## src/rtl/micro_sequencer.sv

```systemverilog
// Microprogram sequencer: holds the microPC, selects the next microaddress,
// gates the datapath control word and tracks retirements and sticky error flags.
module micro_sequencer #(
  parameter int UADDR_W    = 4,
  parameter int UIR_W      = 15,
  parameter int OP_W       = 6,
  parameter int UROM_DEPTH = 10,
  parameter int FETCH_ADDR = 0,
  parameter int CNT_W      = 16
) (
  input  logic               clk,
  input  logic               rst,
  input  logic [UIR_W-1:0]   MicroIR,
  input  logic [OP_W-1:0]    OpCode,
  input  logic               Stall,
  output logic [UADDR_W-1:0] AddrOut,
  output logic [UIR_W-1:0]   CtrlOut,
  output logic               IllegalOp,
  output logic               BadUAddr,
  output logic [CNT_W-1:0]   InstrCount
);

  typedef enum logic [1:0] {
    SEQ_NEXT  = 2'b00,
    SEQ_DISP1 = 2'b01,
    SEQ_DISP2 = 2'b10,
    SEQ_FETCH = 2'b11
  } seq_ctl_e;

  localparam logic [OP_W-1:0] OP_RTYPE = OP_W'(6'b000000);
  localparam logic [OP_W-1:0] OP_LW    = OP_W'(6'b100011);
  localparam logic [OP_W-1:0] OP_SW    = OP_W'(6'b101011);
  localparam logic [OP_W-1:0] OP_BEQ   = OP_W'(6'b000100);
  localparam logic [OP_W-1:0] OP_J     = OP_W'(6'b000010);

  localparam logic [UADDR_W-1:0] FETCH_UA = UADDR_W'(FETCH_ADDR);
  localparam logic [UADDR_W:0]   DEPTH_UA = (UADDR_W + 1)'(UROM_DEPTH);

  logic [UADDR_W-1:0] upc_q, upc_d;
  logic [CNT_W-1:0]   instr_count_q, instr_count_d;
  logic               illegal_op_q, illegal_op_d;
  logic               bad_uaddr_q, bad_uaddr_d;

  seq_ctl_e           seq_ctl;
  logic [UADDR_W-1:0] next_field;
  logic [UADDR_W-1:0] sel_addr;
  logic               dispatch_illegal;
  logic               addr_out_of_range;

  // NOTE: every signal written here gets a default first, so no path leaves
  // a value unassigned and no latch is inferred.
  always_comb begin
    seq_ctl          = seq_ctl_e'(MicroIR[UADDR_W+1:UADDR_W]);
    next_field       = MicroIR[UADDR_W-1:0];
    sel_addr         = FETCH_UA;
    dispatch_illegal = 1'b0;

    unique case (seq_ctl)
      SEQ_NEXT:  sel_addr = next_field;
      SEQ_DISP1: begin
        case (OpCode)
          OP_RTYPE:      sel_addr = UADDR_W'(6);
          OP_LW, OP_SW:  sel_addr = UADDR_W'(2);
          OP_BEQ:        sel_addr = UADDR_W'(8);
          OP_J:          sel_addr = UADDR_W'(9);
          default:       dispatch_illegal = 1'b1;
        endcase
      end
      SEQ_DISP2: begin
        case (OpCode)
          OP_LW:   sel_addr = UADDR_W'(3);
          OP_SW:   sel_addr = UADDR_W'(5);
          default: dispatch_illegal = 1'b1;
        endcase
      end
      SEQ_FETCH: sel_addr = FETCH_UA;
      default:   sel_addr = FETCH_UA;
    endcase

    addr_out_of_range = ({1'b0, sel_addr} >= DEPTH_UA);

    upc_d         = upc_q;
    instr_count_d = instr_count_q;
    illegal_op_d  = illegal_op_q;
    bad_uaddr_d   = bad_uaddr_q;

    // A stall freezes everything, including error capture.
    if (!Stall) begin
      upc_d = addr_out_of_range ? FETCH_UA : sel_addr;
      if (seq_ctl == SEQ_FETCH) instr_count_d = instr_count_q + CNT_W'(1);
      if (dispatch_illegal)     illegal_op_d  = 1'b1;
      if (addr_out_of_range)    bad_uaddr_d   = 1'b1;
    end
  end

  // NOTE: state registers use non-blocking assignments so every flop samples
  // the pre-edge values regardless of statement order.
  always_ff @(posedge clk) begin
    if (rst) begin
      upc_q         <= FETCH_UA;
      instr_count_q <= '0;
      illegal_op_q  <= 1'b0;
      bad_uaddr_q   <= 1'b0;
    end else begin
      upc_q         <= upc_d;
      instr_count_q <= instr_count_d;
      illegal_op_q  <= illegal_op_d;
      bad_uaddr_q   <= bad_uaddr_d;
    end
  end

  assign AddrOut    = upc_q;
  assign CtrlOut    = (Stall || rst) ? '0 : MicroIR;
  assign IllegalOp  = illegal_op_q;
  assign BadUAddr   = bad_uaddr_q;
  assign InstrCount = instr_count_q;

endmodule
```

## config.mk

```make
export PLATFORM = sky130hd
export DESIGN_NAME = micro_sequencer
export DESIGN_NICKNAME = d
export VERILOG_FILES = /design/src/rtl/micro_sequencer.sv
export SDC_FILE = /design/constraint.sdc
export NUM_CORES = 1
export LEC_CHECK = 0
export ABC_AREA = 1
export BUFFER_PORTS_ARGS = -buffer_cell sky130_fd_sc_hd__clkbuf_2
export CORE_ASPECT_RATIO = 0.9
export CORE_MARGIN = 5
export CORE_UTILIZATION = 40
export DETAILED_ROUTE_END_ITERATION = 16
export PLACE_DENSITY = 0.68
export SLEW_MARGIN = 10
export SYNTH_ARGS = -nofsm -noshare
export SYNTH_HDL_FRONTEND = slang
export SYNTH_SLANG_ARGS = --single-unit
export TNS_END_PERCENT = 10
```

## constraint.sdc

```tcl
create_clock -name clk -period 1.5 [get_ports clk]
set_input_delay 0.225 -clock clk [delete_from_list [all_inputs] [get_ports clk]]
set_output_delay 0.225 -clock clk [all_outputs]
set_load 0.02 [all_outputs]
```

==> results by group, run 1 <==
Run status
  • Status: complete, no violations

Flow run
  • Max Cap Viol: 0

Worst setup path
  • Worst r2r src: InstrCount[0]$_SDFFE_PP0P_
  • Setup crit start kind: flop
  • Crit-path max FO: 4
  • Worst setup EP type: flop
  • Slowest cell on crit path: dfxtp_1
  • Setup slack, reg-to-reg: between 0.2 and 0.25 ns
  • Worst r2r path cells: 7
  • CP Data Arrival Time: between 1 and 1.5 ns
  • FF-to-FF End: InstrCount[10]$_SDFFE_PP0P_
  • CP Cell Sequence: ha_1 -> nand3_1 -> nor2_2 -> and3_4 -> nand2_2 -> o21ai_1 -> nor2_1
  • Crit path largest cell delay: 0.34 ns
  • Worst Path Required: between 1.5 and 2 ns
  • Crit path kind: reg -> reg

Die
  • Core area: roughly 3500 sq um
  • # rows: 20
  • Die area: 4980 sq um
  • Chip height: 67.5 um
  • Die Wd: around 74 um
  • Ports: 61
  • Starting Density: a little over two fifths

Layout
  • P&R area growth vs syn: 32.7%
  • Final core occ: 56.4%
  • Sequential cell area: roughly 440 sq um
  • Filler cell count: roughly 380
  • Ratio of cells with drive above 1 in the final layout: around 29%
  • Layout Nets: between 300 and 400
  • Area occupied by multi-input gates: around 860 sq um
  • Antenna diodes: 0

GRT
  • Vias in the first global route: roughly 1500
  • Initial antenna violation count: 0
  • Congestion Overflow GR: 0
  • Gr usage total: 16.5%
  • First-pass GRT wire length: between 6 and 7 mm
  • Largest net degree at the start of global routing: 16

Yosys
  • Synth top area share: a little under a third
  • Register bit count reported by yosys: 22
  • Primary flip-flop cell chosen by synthesis mapping: dfxtp_1
  • Synth area leaders: dfxtp_1 30%, nand2_1 14%, nor2_1 11%
  • Syn Inst Count: about 240
  • Number of synthesized flops with an enable pin: 0
  • Synth cell types: 29
  • Register area share after synthesis: between 30% and 40%
  • Ys async rst share: 0%
  • Most frequent cell after synthesis: nand2_1
  • Top cells by count, synth: 55 x nand2_1, 42 x nor2_1, 38 x inv_1
  • Post-synth top area cell: dfxtp_1
  • Avg Cell Area, Syn: slightly above 6 sq um
  • Mapped Area: ~1500 sq um
  • Mapped Nets: approximately 270
  • Synth warnings: 0

Clock network
  • Clk_lat worst skew: around 0.26 ns
  • Post-CTS sizing: 0
  • # hold bufs at CTS: 0
  • CTS tree: yes
  • Num CTS Buffers: 3
  • Postcts setup bufs: 0
  • Sinks on Clock Net: 22
  • CTS root buffer: clkbuf_8
  • Clock transition at the registers of the reported paths: approximately 0.080 ns
  • CTS max path bufs: 2
  • H-tree depth: 1

Routing
  • Mean routed wirelength per cell: between 10 and 15 um
  • Detailed Route Iter0 Violations: 80
  • DRT Pass-1 Iters: 4
  • Post-DRT Antenna Nets: 0
  • WL final: 3.81 mm
  • DR vias: 1646
  • Vias per cell: 4.66
  • Remaining DRCs: 0

Timing
  • Relative slew slack: 76.4%
  • Fmax achieved: roughly 0.77 GHz
  • Worst Tran Pin Value: 0.354 ns
  • RSZ-0062 raised after global routing: false
  • Final worst path period need: approximately 1.3 ns
  • Final Setup Violations: 0
  • Final hold viol count: 0
  • Skew final: 0.00168 ns
  • Tcrit/Tclk final: between 80% and 90%
  • Pins over their slew limit: 0
  • Setup TNS: 0 ns

Pwr
  • Pwr dens: 634 nW/um^2
  • Maximum VDD drop: 0.337 mV
  • Lkg Pwr: approximately 1 nW

Min path
  • Hold Startpoint: MicroIR[3]
  • Hold Crit Depth: 4
  • Hold path endpoint: AddrOut[1]$_SDFFE_PP0N_
  • Hold/Removal Path Class: in -> reg

Placement
  • HPWL Detailed: between 3 and 4 mm
  • Routability congestion estimate: roughly 0.85
  • I/O Buffers: 60
==> cells in the final DEF, fill, tap and decap left out, types with 9 or more instances in the layout <==
master	netlist	routed
nor2_1	42	42
o21ai_0	9	9
nand2_1	55	55
a21oi_1	12	12
nand3_1	17	17
clkbuf_2	0	60
dfxtp_1	22	22
buf_4	0	11
inv_1	38	38
==> worst max path at each step <==
| stage | end | slack (ns) | cells past startpoint | startpoint |
|---|---|---|---|---|
| floorplan | InstrCount[10]$_SDFFE_PP0P_ | 0.01 | 7 | InstrCount[0]$_SDFFE_PP0P_ |
| global placement | AddrOut[0]$_SDFFE_PP0N_ | 0.09 | 11 | MicroIR[4] |
| detailed placement | AddrOut[0]$_SDFFE_PP0N_ | 0.04 | 11 | MicroIR[4] |
| CTS | InstrCount[10]$_SDFFE_PP0P_ | 0.20 | 7 | InstrCount[0]$_SDFFE_PP0P_ |
| global route | InstrCount[14]$_SDFFE_PP0P_ | 0.03 | 8 | InstrCount[0]$_SDFFE_PP0P_ |
| finish | InstrCount[10]$_SDFFE_PP0P_ | 0.20 | 7 | InstrCount[0]$_SDFFE_PP0P_ |
==> cell type report <==
cell class	instances	area share (%)
multi-input cells	171	44.0
repair buffers	71	19.7
clock buffers	4	2.83
flip-flops and latches	22	22.6
inverters	41	8.03
well taps	44	2.83
==> power by group <==
| part | total, mW | switching, mW | internal [mW] | leakage [nW] |
|---|---|---|---|---|
| sequential | 0.596 | 0.00439 | 0.592 | 0.178 |
| combinational | 0.215 | 0.136 | 0.0794 | 0.817 |
| clock | 0.423 | 0.190 | 0.234 | 0.0288 |
==> kinds of logic (layout without fill, tap and decap cells) <==
group	count (synthesis)	count (layout)	share of synthesized area (%)
simple gates	135	135	42.4
buf+inv	44	116	11.6
compound gates	29	29	10.6
flops	22	22	30.0
fa+ha+maj	5	5	4.26
xor+xnor	2	2	1.19
==> sequential cells by signal, summed over array words and instances (netlist names) <==
register,count
AddrOut,4
BadUAddr,1
IllegalOp,1
InstrCount,16
==> per-layer routing <==
metal | GRT usage, % | wire (um)
met1 | 21.9 | 1850
met2 | 27.0 | 1680
met3 | 2.98 | 237
met4 | 5.20 | 48
met5 | 0 | 0
==> stage by stage <==
| stage | hold WS [ns] | power, mW | setup slack, ns | instance area (sq um) | cells |
|---|---|---|---|---|---|
| after global placement | 0.448 | 0.824 | 0.0928 | 1890 | 349 |
| final | 0.303 | 1.23 | 0.203 | 1950 | 353 |
| after CTS | 0.304 | 1.25 | 0.204 | 1950 | 353 |
| after detailed placement | 0.461 | 0.827 | 0.0382 | 1890 | 349 |
| after floorplan | 0.363 | 0.735 | 0.0123 | 1470 | 237 |
| after global routing | 0.316 | 1.30 | 0.0299 | 1950 | 353 |
==> critical path: cells and delay by family (launching register included) <==
kind | cells | cell delay (ns)
compound gates | 1 | 0.11
fa+ha+maj | 1 | 0.18
flops | 1 | 0.34
simple gates | 5 | 0.55
Power figures use the tool's default switching activity.
==> inputs of run 2 (changes only) <==
--- a/config.mk
+++ b/config.mk
@@ -12,6 +12,7 @@
 export CORE_UTILIZATION = 40
 export DETAILED_ROUTE_END_ITERATION = 16
 export PLACE_DENSITY = 0.68
+export RECOVER_POWER = 25
 export SLEW_MARGIN = 10
 export SYNTH_ARGS = -nofsm -noshare
 export SYNTH_HDL_FRONTEND = slang
==> run 2 against run 1 <==
  * Power shrank 0.20%
  * Non-clock buffer count is the same
  * Global-route usage unchanged
  * Fmax shrank 3.6%
  * Routed wire length about the same
  * Highest routed layer unchanged
  * Critical path type unchanged
==> results by group, run 2 (synthesized netlist as in run 1, its figures left out) <==
Layout
  • Filler cell count: between 300 and 400
  • Antenna diodes: 0
  • Most frequent cells in the layout: 55 x nand2_1, 51 x clkbuf_2, 43 x nor2_1
  • Area occupied by multi-input gates: roughly 850 sq um
  • Max reg flops: 16
  • P&R area growth vs syn: 31.5%
  • Leading cell type in the layout, fill and taps excluded: nand2_1
  • Layout Nets: roughly 340
  • Ratio of cells with drive above 1 in the final layout: about a quarter
  • Finished Cell Area: just under 2000 sq um
  • Final core occ: between 50% and 60%
  • Sequential cell area: approximately 440 sq um

Placement
  • Routability congestion estimate: ~0.85
  • Dpl ws: approximately 0.038 ns
  • HPWL Detailed: between 3 and 4 mm
  • I/O Buffers: 60
  • Placed cell area: between 1500 and 2000 sq um

Routing
  • DRT Pass-1 Iters: 4
  • Remaining DRCs: 0
  • Mean routed wirelength per cell: roughly 11 um
  • Post-DRT Antenna Nets: 0
  • WL final: 3.81 mm
  • Detailed Route Iter0 Violations: 79
  • DR vias: approximately 1700
  • Vias per cell: between 4 and 5

Timing
  • Fmax achieved: approximately 0.74 GHz
  • Fin worst setup slack: ~0.15 ns
  • Skew final: about 0.0028 ns
  • Setup TNS: 0 ns
  • Worst Tran Pin Value: 0.352 ns
  • Tcrit/Tclk final: 89.7%
  • RSZ-0062 raised after global routing: false
  • Pins over their slew limit: 0
  • Final Setup Violations: 0
  • Final hold viol count: 0
  • Relative slew slack: 76.5%
  • Final worst path period need: 1.35 ns

GRT
  • Congestion Overflow GR: 0
  • Largest net degree at the start of global routing: 16
  • First-pass GRT wire length: about 6.5 mm
  • Gr usage total: approximately 16%
  • Vias in the first global route: 1526
  • Initial antenna violation count: 0

Die
  • Chip height: about 67 um
  • Die Wd: around 74 um
  • Core area: ~3500 sq um
  • Die area: roughly 5000 sq um
  • Starting Density: a little over two fifths
  • # rows: 20
  • Ports: between 60 and 70

Worst setup path
  • FF-to-FF End: InstrCount[13]$_SDFFE_PP0P_
  • Worst r2r src: InstrCount[0]$_SDFFE_PP0P_
  • CP Cell Sequence: clkbuf_1 -> nand3_4 -> nor2_1 -> nand3_1 -> xor2_1 -> nand2_1 -> a21oi_1
  • Setup crit start kind: flop
  • Worst Path Required: between 1.5 and 2 ns
  • Worst setup EP type: flop
  • Slowest cell on crit path: dfxtp_1
  • CP Data Arrival Time: ~1.5 ns
  • Crit path kind: reg -> reg
  • Setup slack, reg-to-reg: 0.15 ns
  • Worst r2r path cells: 7
  • Crit-path max FO: 3
  • Crit path largest cell delay: 0.34 ns

Pwr
  • Power Total: approximately 1.2 mW
  • Maximum VDD drop: 0.335 mV
  • Pwr dens: ~640 nW/um^2
  • Lkg Pwr: approximately 1 nW

Clock network
  • Clock transition at the registers of the reported paths: approximately 0.08 ns
  • H-tree depth: 1
  • Num CTS Buffers: 3
  • CTS max path bufs: 2
  • Post-CTS sizing: 0
  • Clk_lat worst skew: 0.26 ns
  • CTS root buffer: clkbuf_8
  • Sinks on Clock Net: 22
  • # hold bufs at CTS: 0
  • Postcts setup bufs: 0
  • CTS tree: yes

Min path
  • Hold path endpoint: AddrOut[1]$_SDFFE_PP0N_
  • Hold Startpoint: MicroIR[3]
  • Hold Crit Depth: 4
  • Hold/Removal Path Class: in -> reg

Flow run
  • Max Cap Viol: 0

Run status
  • Status: complete, no violations
## run 2: changes by cell type in the layout (fill, tap and decap cells not counted), sizes merged
| cell | before | now |
|---|---|---|
| clkbuf | 64 | 65 |
| buf | 11 | 10 |
## run 2: area by class of cell
class / instances / share of cell area [%]
Multi-Input combinational cell: 171 / 44.3
Sequential cell: 22 / 22.8
Timing Repair Buffer: 71 / 19.1
Inverter: 41 / 8.11
Clock buffer: 4 / 2.85
Tap cell: 44 / 2.85
## run 2: critical path, delay by kind of cell, from the launching register on
kind                      cells  cell delay, ns
and+or+nand+nor               4            0.46
DFF                           1            0.34
buffers and inverters         1            0.21
xor gates and xnor gates      1            0.14
AOI/OAI and AO/OA             1            0.11
## run 2: power breakdown
part / switching [mW] / internal, mW
registers: 0.00437 / 0.592
logic: 0.135 / 0.0764
clock network: 0.191 / 0.234
total: 0.330 / 0.902
## run 2: per-stage QoR
stage,hold slack (ns),cells
2_1_floorplan,0.363,237
3_3_place_gp,0.448,349
3_5_place_dp,0.461,349
4_1_cts,0.304,353
5_1_grt,0.316,353
6_report,0.306,353
## run 2: worst max path at each step
| stage | startpoint | to | cells past startpoint |
|---|---|---|---|
| final | InstrCount[0]$_SDFFE_PP0P_ | InstrCount[13]$_SDFFE_PP0P_ | 7 |
| after global routing | InstrCount[0]$_SDFFE_PP0P_ | InstrCount[14]$_SDFFE_PP0P_ | 8 |
| after CTS | InstrCount[0]$_SDFFE_PP0P_ | InstrCount[10]$_SDFFE_PP0P_ | 7 |
| after detailed placement | MicroIR[4] | AddrOut[0]$_SDFFE_PP0N_ | 11 |
| after global placement | MicroIR[4] | AddrOut[0]$_SDFFE_PP0N_ | 11 |
| after floorplan | InstrCount[0]$_SDFFE_PP0P_ | InstrCount[10]$_SDFFE_PP0P_ | 7 |
## run 2: metal layers
metal / wire length (um) / global-route usage [%] / up-vias
met5: 0 / 0 / -
met4: 48 / 5.20 / 0
met3: 254 / 2.98 / 4
met2: 1650 / 27.0 / 50
met1: 1850 / 21.9 / 718
li1: - / - / 887
==> inputs of run 3 (changes only) <==
--- a/config.mk
+++ b/config.mk
@@ -5,13 +5,12 @@
 export SDC_FILE = /design/constraint.sdc
 export NUM_CORES = 1
 export LEC_CHECK = 0
-export ABC_AREA = 1
 export BUFFER_PORTS_ARGS = -buffer_cell sky130_fd_sc_hd__clkbuf_2
 export CORE_ASPECT_RATIO = 0.9
 export CORE_MARGIN = 5
 export CORE_UTILIZATION = 40
 export DETAILED_ROUTE_END_ITERATION = 16
-export PLACE_DENSITY = 0.68
+export PLACE_DENSITY = 0.7
 export RECOVER_POWER = 25
 export SLEW_MARGIN = 10
 export SYNTH_ARGS = -nofsm -noshare
==> constraint.sdc (replaced) <==
create_clock -name clk -period 1.25 [get_ports clk]
set_input_delay 0.1875 -clock clk [delete_from_list [all_inputs] [get_ports clk]]
set_output_delay 0.1875 -clock clk [all_outputs]
set_load 0.02 [all_outputs]
==> run 3 against run 2 <==
  * The run now ends with negative setup slack left
  * Power grew 7.0%
  * Area after synthesis is 16% lower
  * Critical path depth fell by 1
  * Sequential share of layout area grew 0.24 points
  * Sequential power up 20%
  * Register-to-register slack lost 0.26 ns
  * Largest power group unchanged
  * Highest routed layer unchanged
==> results by group, run 3 <==
Run status
  • Status: finished with violations
  • Failing checks: negative setup slack

Clock network
  • Clk_lat worst skew: 0.30 ns
  • CTS max path bufs: 2
  • Num CTS Buffers: 3
  • CTS root buffer: clkbuf_4
  • Clock transition at the registers of the reported paths: roughly 0.11 ns
  • CTS tree: yes
  • Sinks on Clock Net: 22
  • # hold bufs at CTS: 0
  • H-tree depth: 1

Pwr
  • Int Pwr: 0.962 mW
  • Maximum VDD drop: approximately 0.6 mV
  • Clock power share: 23.5%
  • Combinational power share: 22.2%
  • Sw frac: a little over a quarter
  • Switch Pwr: 0.355 mW
  • Reg power frac: 54.3%
  • Lkg Pwr: 0.929 nW
  • Pwr dens: between 600 and 700 nW/um^2

GRT
  • Initial antenna violation count: 0
  • Vias in the first global route: about 1300
  • Largest net degree at the start of global routing: 24
  • Congestion Overflow GR: 0
  • Gr usage total: between 10% and 20%
  • First-pass GRT wire length: roughly 5.4 mm

Flow run
  • Max Cap Viol: 0

Die
  • Starting Density: between 40% and 50%
  • Core area: roughly 3000 sq um
  • Ports: 61
  • # rows: 19
  • Die area: approximately 4300 sq um
  • Chip height: approximately 63 um
  • Die Wd: between 60 and 70 um

Yosys
  • Register area share after synthesis: 35.8%
  • Synth top area share: between 30 and 40%
  • Mapped Area: 1230 sq um
  • Synth warnings: 0
  • Mapped Nets: 181
  • Synth area leaders: dfxtp_1 36%, xor2_1 7.8%, nor2_1 6.7%
  • Syn Inst Count: between 150 and 200
  • Post-synth top area cell: dfxtp_1
  • Ys async rst share: 0%
  • Number of synthesized flops with an enable pin: 0
  • Top cells by count, synth: 22 x dfxtp_1, 22 x nor2_1, 13 x and2_1, 13 x nand2_1, 11 x xor2_1
  • Synth cell types: 38
  • Register bit count reported by yosys: 22
  • Avg Cell Area, Syn: around 8.1 sq um
  • Primary flip-flop cell chosen by synthesis mapping: dfxtp_1

Timing
  • Final hold viol count: 0
  • Fin worst setup slack: -0.370 ns
  • Pins over their slew limit: 0
  • Fmax achieved: 0.617 GHz
  • Skew final: 0.00601 ns
  • Final Setup Violations: 10
  • RSZ-0062 raised after global routing: true
  • Worst Tran Pin Value: roughly 0.27 ns
  • Relative slew slack: approximately four fifths
  • Final worst path period need: approximately 1.6 ns
  • Tcrit/Tclk final: 130%

Worst setup path
  • Crit-path max FO: 2
  • Setup crit start kind: input pin
  • Worst Path Required: 1.49 ns
  • Crit path kind: in -> reg
  • Worst setup EP type: flop
  • CP Data Arrival Time: around 1.9 ns

Layout
  • Non-Filler Instances: around 290
  • Layout Nets: ~280
  • Final core occ: 64.8%
  • Most frequent cells in the layout: 44 x clkbuf_2, 37 x buf_4, 21 x nor2_1
  • Leading cell type in the layout, fill and taps excluded: clkbuf_2
  • Ratio of cells with drive above 1 in the final layout: a little under half
  • Max reg flops: 16
  • Filler cell count: 278
  • Antenna diodes: 0
  • P&R area growth vs syn: 58.0%

Placement
  • Placed cells: roughly 280
  • Routability congestion estimate: 0.797
  • I/O Buffers: 60
  • HPWL Detailed: approximately 2.6 mm

Routing
  • WL final: approximately 3.5 mm
  • Post-DRT Antenna Nets: 0
  • DRT Pass-1 Iters: 4
  • Remaining DRCs: 0
  • Detailed Route Iter0 Violations: 63
  • Mean routed wirelength per cell: 12.0 um
  • DR vias: between 1000 and 1500
  • Vias per cell: about 4.9

Min path
  • Hold/Removal Path Class: in -> reg
==> run 3: what timing repair did <==
action                                  in CTS  in global routing
pin swaps                                    2                  4
setup buffers                                0                  2
endpoints found under the setup margin      13                 31
resized for setup                            8                 29
==> run 3: worst paths after layout <==
kind	from	end	slack, ns	cells past startpoint
setup / recovery	OpCode[0]	AddrOut[3]$_SDFFE_PP0N_	-0.37	6
hold / removal	MicroIR[0]	AddrOut[0]$_SDFFE_PP0N_	0.25	4
setup reg to reg	InstrCount[0]$_SDFFE_PP0P_	InstrCount[10]$_SDFFE_PP0P_	-0.11	6
hold reg to reg	AddrOut[0]$_SDFFE_PP0N_	AddrOut[0]$_SDFFE_PP0N_	0.47	2
==> run 3: cell type report <==
cell class / instances / area, sq um / share of cell area (%)
clock buffer: 3 / 22.5 / 1.16
inverter: 4 / 15.0 / 0.773
multi-input combinational: 120 / 813 / 41.9
sequential: 22 / 448 / 23.1
tap: 42 / 52.6 / 2.71
timing repair buffer: 97 / 591 / 30.4
==> run 3: metal layers <==
layer  wire, um  vias to the layer above  GRT usage, %
met5          0                        -             0
met3        282                        6          4.68
met4         51                        0          3.72
li1           -                      709             -
met1       1510                      643          19.6
met2       1610                       51          25.7
==> run 3: through the flow <==
stage               setup WS (ns)  hold WS (ns)  setup TNS (ns)  cell area [sq um]  total power [mW]
finish                     -0.370         0.247           -1.47               1940              1.32
global route               -0.386         0.284           -2.18               1940              1.39
CTS                        -0.357         0.251           -1.43               1870              1.31
detailed placement         -0.686         0.453           -5.52               1820             0.997
global placement           -0.635         0.448           -5.05               1820             0.994
floorplan                  -0.539         0.423           -3.62               1230             0.859
==> run 3: worst max-delay path, stage by stage <==
cell and delay, ns:
buf_6 0.09, or3_4 0.37, or3_4 0.37, o31a_1 0.28
or4_4 0.43, a21oi_2 0.13
==> run 3: logic make-up after synthesis <==
family,share of synthesized area [%]
AND/OR/NAND/NOR,34.1
flip-flops,35.8
AO/OA/AOI/OAI,9.27
XOR/XNOR,11.4
buffers and inverters,3.46
adder cells (fa/ha/maj),5.09
multiplexers,0.815
==> run 3: power by group through the flow <==
stage | Sequential, mW | Combinational [mW] | Clock (mW)
floorplan | 0.742 | 0.118 | 0
global placement | 0.730 | 0.264 | 0
detailed placement | 0.730 | 0.267 | 0
CTS | 0.715 | 0.274 | 0.324
global route | 0.717 | 0.317 | 0.361
finish | 0.715 | 0.293 | 0.310
